==> src/rtl/ring_output_port.sv <==
// Ring output port: two phase-alternating one-entry slots feeding the next router.
// The fill VC is arbitrated between the upstream ring and the local PE each cycle.
module ring_output_port (
  input  logic        clk,
  input  logic        reset,
  input  logic        polarity,
  input  logic        ring_si,
  input  logic [63:0] ring_di,
  output logic        ring_ri,
  input  logic        pe_so,
  input  logic [63:0] pe_di_even,
  input  logic [63:0] pe_di_odd,
  output logic        pe_ro,
  output logic        pe_wr_en,
  output logic        link_so,
  output logic [63:0] link_do,
  input  logic        link_ri,
  output logic [15:0] inj_cnt
);

  logic [63:0] slot_even_q, slot_even_d;
  logic [63:0] slot_odd_q, slot_odd_d;
  logic        full_even_q, full_even_d;
  logic        full_odd_q, full_odd_d;
  logic        rr_even_q, rr_even_d;
  logic        rr_odd_q, rr_odd_d;
  logic [15:0] inj_cnt_q, inj_cnt_d;

  logic        full_f;
  logic        full_t;
  logic        rr_f;
  logic [63:0] data_t;
  logic        ring_req;
  logic        pe_req;
  logic [63:0] pe_data;
  logic        ring_gnt;
  logic        pe_gnt;
  logic [63:0] wr_data;
  logic        link_fire;

  // Fill VC is polarity itself; the transmit VC is always the other slot.
  assign full_f   = polarity ? full_odd_q : full_even_q;
  assign full_t   = polarity ? full_even_q : full_odd_q;
  assign rr_f     = polarity ? rr_odd_q : rr_even_q;
  assign data_t   = polarity ? slot_even_q : slot_odd_q;

  assign ring_req = ring_si && (ring_di[63] == polarity);
  assign pe_req   = pe_so;
  assign pe_data  = polarity ? pe_di_odd : pe_di_even;

  // rr_f = 0 favours the ring, 1 favours the PE when both request.
  assign ring_gnt  = !full_f && ring_req && (!pe_req || !rr_f);
  assign pe_gnt    = !full_f && pe_req && (!ring_req || rr_f);
  assign wr_data   = pe_gnt ? pe_data : ring_di;
  assign link_fire = full_t && link_ri;

  always_comb begin
    slot_even_d = slot_even_q;
    slot_odd_d  = slot_odd_q;
    full_even_d = full_even_q;
    full_odd_d  = full_odd_q;
    rr_even_d   = rr_even_q;
    rr_odd_d    = rr_odd_q;
    inj_cnt_d   = inj_cnt_q;

    if (ring_gnt || pe_gnt) begin
      if (polarity) begin
        slot_odd_d = wr_data;
        full_odd_d = 1'b1;
      end else begin
        slot_even_d = wr_data;
        full_even_d = 1'b1;
      end
    end

    // After a contended grant the loser gets priority next time.
    if (ring_req && pe_req && !full_f) begin
      if (polarity) rr_odd_d = ring_gnt;
      else          rr_even_d = ring_gnt;
    end

    // Transmit slot is never the fill slot, so these cannot collide.
    if (link_fire) begin
      if (polarity) full_even_d = 1'b0;
      else          full_odd_d  = 1'b0;
    end

    if (pe_gnt && (inj_cnt_q != 16'hFFFF)) inj_cnt_d = inj_cnt_q + 16'd1;
  end

  always_ff @(posedge clk) begin
    if (!reset) begin
      slot_even_q <= 64'h0;
      slot_odd_q  <= 64'h0;
      full_even_q <= 1'b0;
      full_odd_q  <= 1'b0;
      rr_even_q   <= 1'b0;
      rr_odd_q    <= 1'b0;
      inj_cnt_q   <= 16'h0;
    end else begin
      slot_even_q <= slot_even_d;
      slot_odd_q  <= slot_odd_d;
      full_even_q <= full_even_d;
      full_odd_q  <= full_odd_d;
      rr_even_q   <= rr_even_d;
      rr_odd_q    <= rr_odd_d;
      inj_cnt_q   <= inj_cnt_d;
    end
  end

  assign ring_ri  = !full_f && !(pe_req && rr_f);
  assign pe_ro    = !full_f;
  assign pe_wr_en = pe_gnt;
  assign link_so  = link_fire;
  assign link_do  = full_t ? data_t : 64'h0;
  assign inj_cnt  = inj_cnt_q;

endmodule

==> config.mk <==
export PLATFORM = sky130hd
export DESIGN_NAME = ring_output_port
export DESIGN_NICKNAME = d
export VERILOG_FILES = /design/src/rtl/ring_output_port.sv
export SDC_FILE = /design/constraint.sdc
export NUM_CORES = 1
export LEC_CHECK = 0
export BUFFER_PORTS_ARGS = -buffer_cell sky130_fd_sc_hd__buf_2
export CAP_MARGIN = 20
export CELL_PAD_IN_SITES_DETAIL_PLACEMENT = 0
export CELL_PAD_IN_SITES_GLOBAL_PLACEMENT = 2
export CORE_MARGIN = 4
export CORE_UTILIZATION = 27
export CTS_BUF_LIST = sky130_fd_sc_hd__clkbuf_4 sky130_fd_sc_hd__clkbuf_8
export DETAILED_ROUTE_END_ITERATION = 10
export GPL_ROUTABILITY_DRIVEN = 0
export PLACE_DENSITY = 0.88
export SLEW_MARGIN = 25
export SYNTH_ARGS = -nofsm -noshare
export SYNTH_HDL_FRONTEND = slang
export SYNTH_SLANG_ARGS = --single-unit
==> constraint.sdc <==
create_clock -name clk -period 1.75 [get_ports clk]
set_input_delay 0.175 -clock clk [delete_from_list [all_inputs] [get_ports clk]]
set_output_delay 0.175 -clock clk [all_outputs]
set_load 0.01 [all_outputs]
# [After elaboration in Yosys (flattened, before gate mapping)]
# Cells that the tools add are included.
[word_totals] latchBits=0 output_inout_bits=84 ramBits=0 regBits=148 input_bits=198 memories=0 rom_bits=0
[op_classes] n_reduce_logical=23 add_sub_neg=1 n_mux=15 n_div=0 n_lt_le_gt_ge=0 mul=0 eq_ne=2 bitwise_logic=1 shift=0
[op_table] cell="64-bit two-way mux" count=4
[op_table] cell="16-bit by 1-bit adder with 16-bit output, second input constant" count=1
[op_table] cell="16-bit != test, second input constant" count=1
[op_table] cell="1-bit logical AND" count=11
[op_table] cell="1-bit two-way mux" count=11
[op_table] cell="2-bit AND reduction" count=4
[op_table] cell="1-bit zero test" count=5
[op_table] cell="1-bit logical OR" count=3
[op_table] cell="1-bit == test" count=1
[op_table] cell="1-bit inverter" count=1

# [Logic depth before layout (Yosys ltp)]
[depth] ltp_word=9 depth_mapped=7

# [Worst setup path before layout]
# OpenSTA, ideal clock, no wires.
[synth_timing] path_type="register -> register" start="register inj_cnt_q[0], in the netlist inj_cnt[0]" end="register inj_cnt_q[3], in the netlist inj_cnt[3]" stages_incl_launch_ff=7 synth_period_minus_slack_ps=1714 n_path_buf=1 path_slack_ps=36 required_ps=1679 setup_ps=71 arrival_ps=1644 cell_sequence="dfxtp_1 -> ha_1 -> and3_1 -> nor4bb_1 -> buf_2 -> or4_1 -> a21oi_1"
[synth_between] elab_chain_cells=2 word_cells_on_any_way=3 cone_classes="add/sub: 1; eq/ne: 1; reduce/logical: 1"
[synth_rtl] item="from (decl)" line_no="27" source="logic [15:0] inj_cnt_q, inj_cnt_d;"
[synth_rtl] item="from (signal assigned)" line_no="107" source="inj_cnt_q <= inj_cnt_d;"
[synth_rtl] item="branches (longest 2 deep; another with 16-bit by 1-bit adder with 16-bit output)"
# Parallel ways; which one is timed is not known.
# A chain may end at the register's enable or synchronous reset.

# [Final worst setup path]
[layout_timing] start="register rr_even_q" end="output port pe_wr_en"
[layout_between] elab_chain_cells=3
[layout_rtl] item="from (decl)" line_no="25" source="logic rr_even_q, rr_even_d;"
[layout_rtl] item="from (signal assigned)" line_no="105" source="rr_even_q <= rr_even_d;"
[layout_rtl] item="1-bit two-way mux" line_no="44" source="assign rr_f = polarity ? rr_odd_q : rr_even_q;"
[layout_rtl] item="1-bit logical OR" line_no="53" source="assign pe_gnt = !full_f && pe_req && (!ring_req || rr_f);"
[layout_rtl] item="1-bit logical AND" line_no="53"
[layout_rtl] item="to (decl)" line_no="14" source="output logic pe_wr_en,"
# No other way between the ends.

==> results.json <==
{
  "netlist_area_sq_mm": 0.007315,
  "worstPathRequired_ns": 1.57,
  "n_fill_cell": 2462,
  "synth_edf_count": 0,
  "grt_pass1_wl_mm": 37.70,
  "synth_warnings": 0,
  "vias": 6783,
  "via_per_inst": 4.966,
  "p_switching_w": 0.002611,
  "setup_viol": 134,
  "routed_wl_mm": 25.95,
  "syn_nets": 902,
  "internal_power_w": 0.006472,
  "p_leak_nw": 4.616,
  "area.growth.synth_to_final_pct": 59.22,
  "worstMarginPinSlew_ns": 0.4785,
  "hold_path_class": "in -> reg",
  "status": "complete, but fails checks",
  "finClkSkew_ns": 0.01898,
  "grt_util_all_layers_pct": 15.52,
  "startpoint_type": "flop",
  "ys_seq_elements": 148,
  "layout_commonest_cell": "buf_2",
  "clkLatencyLatePin_ns": 0.45,
  "hold_viol_final": 0,
  "chipWidth_um": 172.6,
  "die_area_sq_mm": 0.02979,
  "portBuffers": 281,
  "wl_per_cell_um": 19.00,
  "clk_pin_slew_ns": 0.09,
  "hold_slack_ns": 0.02587,
  "ys_types": 38,
  "fin_crit_sh_pct": 104.5,
  "setup_tns_ns": -3.841,
  "p_clk_share_pct": 35.2,
  "drv_cap": 0,
  "ys_async_sr_fraction_pct": 0,
  "fin_util_pct": 44.19,
  "nets": 1216,
  "final_cell_area_sq_mm": 0.01165,
  "worst-path-max-fanout": 4,
  "avgSynthCellArea_sq_um": 10.40,
  "placed_area_sq_mm": 0.009363,
  "rows": 59,
  "setup_slack_ns": -0.07957,
  "p_sw_share_pct": 28.74,
  "fmax_mhz": 546.6,
  "seqPwrFrac_pct": 40.7,
  "drtAntennaViolNets": 0,
  "crit_type": "reg -> out",
  "cts_made_buffers": 17,
  "maxSlewHeadroom_pct": 68.02,
  "cts-root-buf": "clkbuf_8",
  "p_per_area_mw_per_mm2": 779.9,
  "detailedPlacementHpwl_mm": 15.39,
  "io_pins": 282,
  "cts_tree": "yes",
  "crit_path_end_kind": "output pin",
  "drt_iter0_markers": 233,
  "cts.sinks": 148,
  "initial_utilization_pct": 27.75,
  "period_minus_slack_ns": 1.830,
  "violations": "negative setup slack",
  "cts_buffer_depth": 2,
  "antenna_found_initial": 1,
  "final_cells": 1366,
  "grt_max_degree": 66,
  "synth-seq-area-share_pct": 40.51,
  "drive_above_1_share_pct": 57.57,
  "htree_levels": 4,
  "drv_slew": 0,
  "placed_cells": 1299,
  "grt_pass1_vias": 6803,
  "die_h_um": 172.6,
  "synth_flop_cell": "dfxtp_1",
  "final_cell_mix": "buf_2 (227), dfxtp_1 (143), o2bb2ai_1 (119)",
  "pwr-share-comb_pct": 24.1,
  "drc_errors": 0,
  "rsz0062_at_grt": "yes",
  "worstPathArrival_ns": 1.65,
  "grt-ovfl-total": 0,
  "drtPass1Iterations": 4,
  "core_area_sq_mm": 0.02635,
  "peakVddDrop_uv": 454.3,
  "syn_inst": 703
}
## layer usage
metal / wire [um] / share of wire [%] / vias up / GRT usage [%]
li1: - / - / 3291 / -
met1: 11820 / 46 / 3291 / 20.14
met4: 291 / 1.1 / 0 / 3.759
met5: 0 / 0 / - / 0
met2: 12650 / 49 / 183 / 26.05
met3: 1186 / 4.6 / 18 / 3.952
## final timing paths
kind / start / end / slack, ns / cells past startpoint
hold / removal: ring_di[2] / slot_odd_q[2] / 0.03 / 3
hold reg to reg: slot_odd_q[59] / slot_odd_q[59] / 0.46 / 1
setup / recovery: rr_even_q / pe_wr_en / -0.08 / 5
setup reg to reg: full_odd_q / slot_even_q[34] / -0.07 / 8
## power by group through the flow
stage,sequential (W),combinational [W],clock (W)
after floorplan,0.00375,0.000886,0
after global placement,0.00377,0.00147,0
after detailed placement,0.00377,0.00149,0
after CTS,0.00370,0.00173,0.00329
after global routing,0.00373,0.00233,0.00343
final,0.00370,0.00219,0.00319
## through the flow
step | total power [W] | setup slack, ns
2_1_floorplan | 0.004637 | 0.03575
3_3_place_gp | 0.005238 | -0.06298
3_5_place_dp | 0.005258 | -0.06531
4_1_cts | 0.008718 | -0.1437
5_1_grt | 0.009484 | -0.1926
6_report | 0.009083 | -0.07957
## logic make-up after synthesis
| logic type | after synthesis | share of synthesized area, % |
|---|---|---|
| xor+xnor | 2 | 0.2395 |
| compound gates | 151 | 17.26 |
| fa+ha+maj | 1 | 0.1710 |
| flops | 148 | 40.51 |
| simple gates | 135 | 8.946 |
| mux | 202 | 28.91 |
| buf+inv | 64 | 3.968 |
## worst max-delay path: stages (launching register included)
cell	delay, ns
dfxtp_2	0.32
or4b_4	0.49
nand4_4	0.10
inv_4	0.06
buf_16	0.13
buf_6	0.11
## cell type report
| cell class | instances | area, sq um | area share [%] |
|---|---|---|---|
| multi-input cells | 491 | 5017 | 43.08 |
| flip-flops and latches | 148 | 2972 | 25.52 |
| clock buffers | 19 | 255.2 | 2.192 |
| clock inverters | 13 | 217.7 | 1.869 |
| well taps | 335 | 419.2 | 3.599 |
| repair buffers | 355 | 2745 | 23.57 |
| inverters | 4 | 17.52 | 0.1504 |
| diodes | 1 | 2.502 | 0.02149 |
## registers in the layout, summed over array words and instances (netlist names)
signal and cells:
full_odd_q 1, rr_odd_q 1, full_even_q 1, rr_even_q 1, inj_cnt 16, slot_odd_q 64, slot_even_q 64
## cells in the mapped netlist, drive strengths merged, types with 2 or more instances
library cell  instances  area, sq um
a21oi                11        55.05
and3                  5        31.28
buf                  23        136.4
clkbuf               37        138.9
dfxtp               148         2963
inv                   4        15.01
mux2                 64        720.7
mux2i               138         1394
nand2                15        56.30
nand2b                9        56.30
nand3                 8        40.04
nand4                 4        31.28
nor2                 71        266.5
nor4                  7        43.79
nor4bb                2        20.02
o21a                  2        15.01
o21ai                 2        10.01
o2bb2ai             128         1121
o31ai                 6        45.04
or4                   6        45.04
## repair_timing
| item | CTS | global route |
|---|---|---|
| gates cloned | 5 | 11 |
| resized for setup | 49 | 241 |
| hold buffers | 3 | 0 |
| setup endpoints to repair | 92 | 198 |
| setup buffers | 10 | 8 |
| pin swaps | 11 | 45 |
| endpoints found under the hold margin | 3 | 0 |
(Power assumes the default switching activity.)
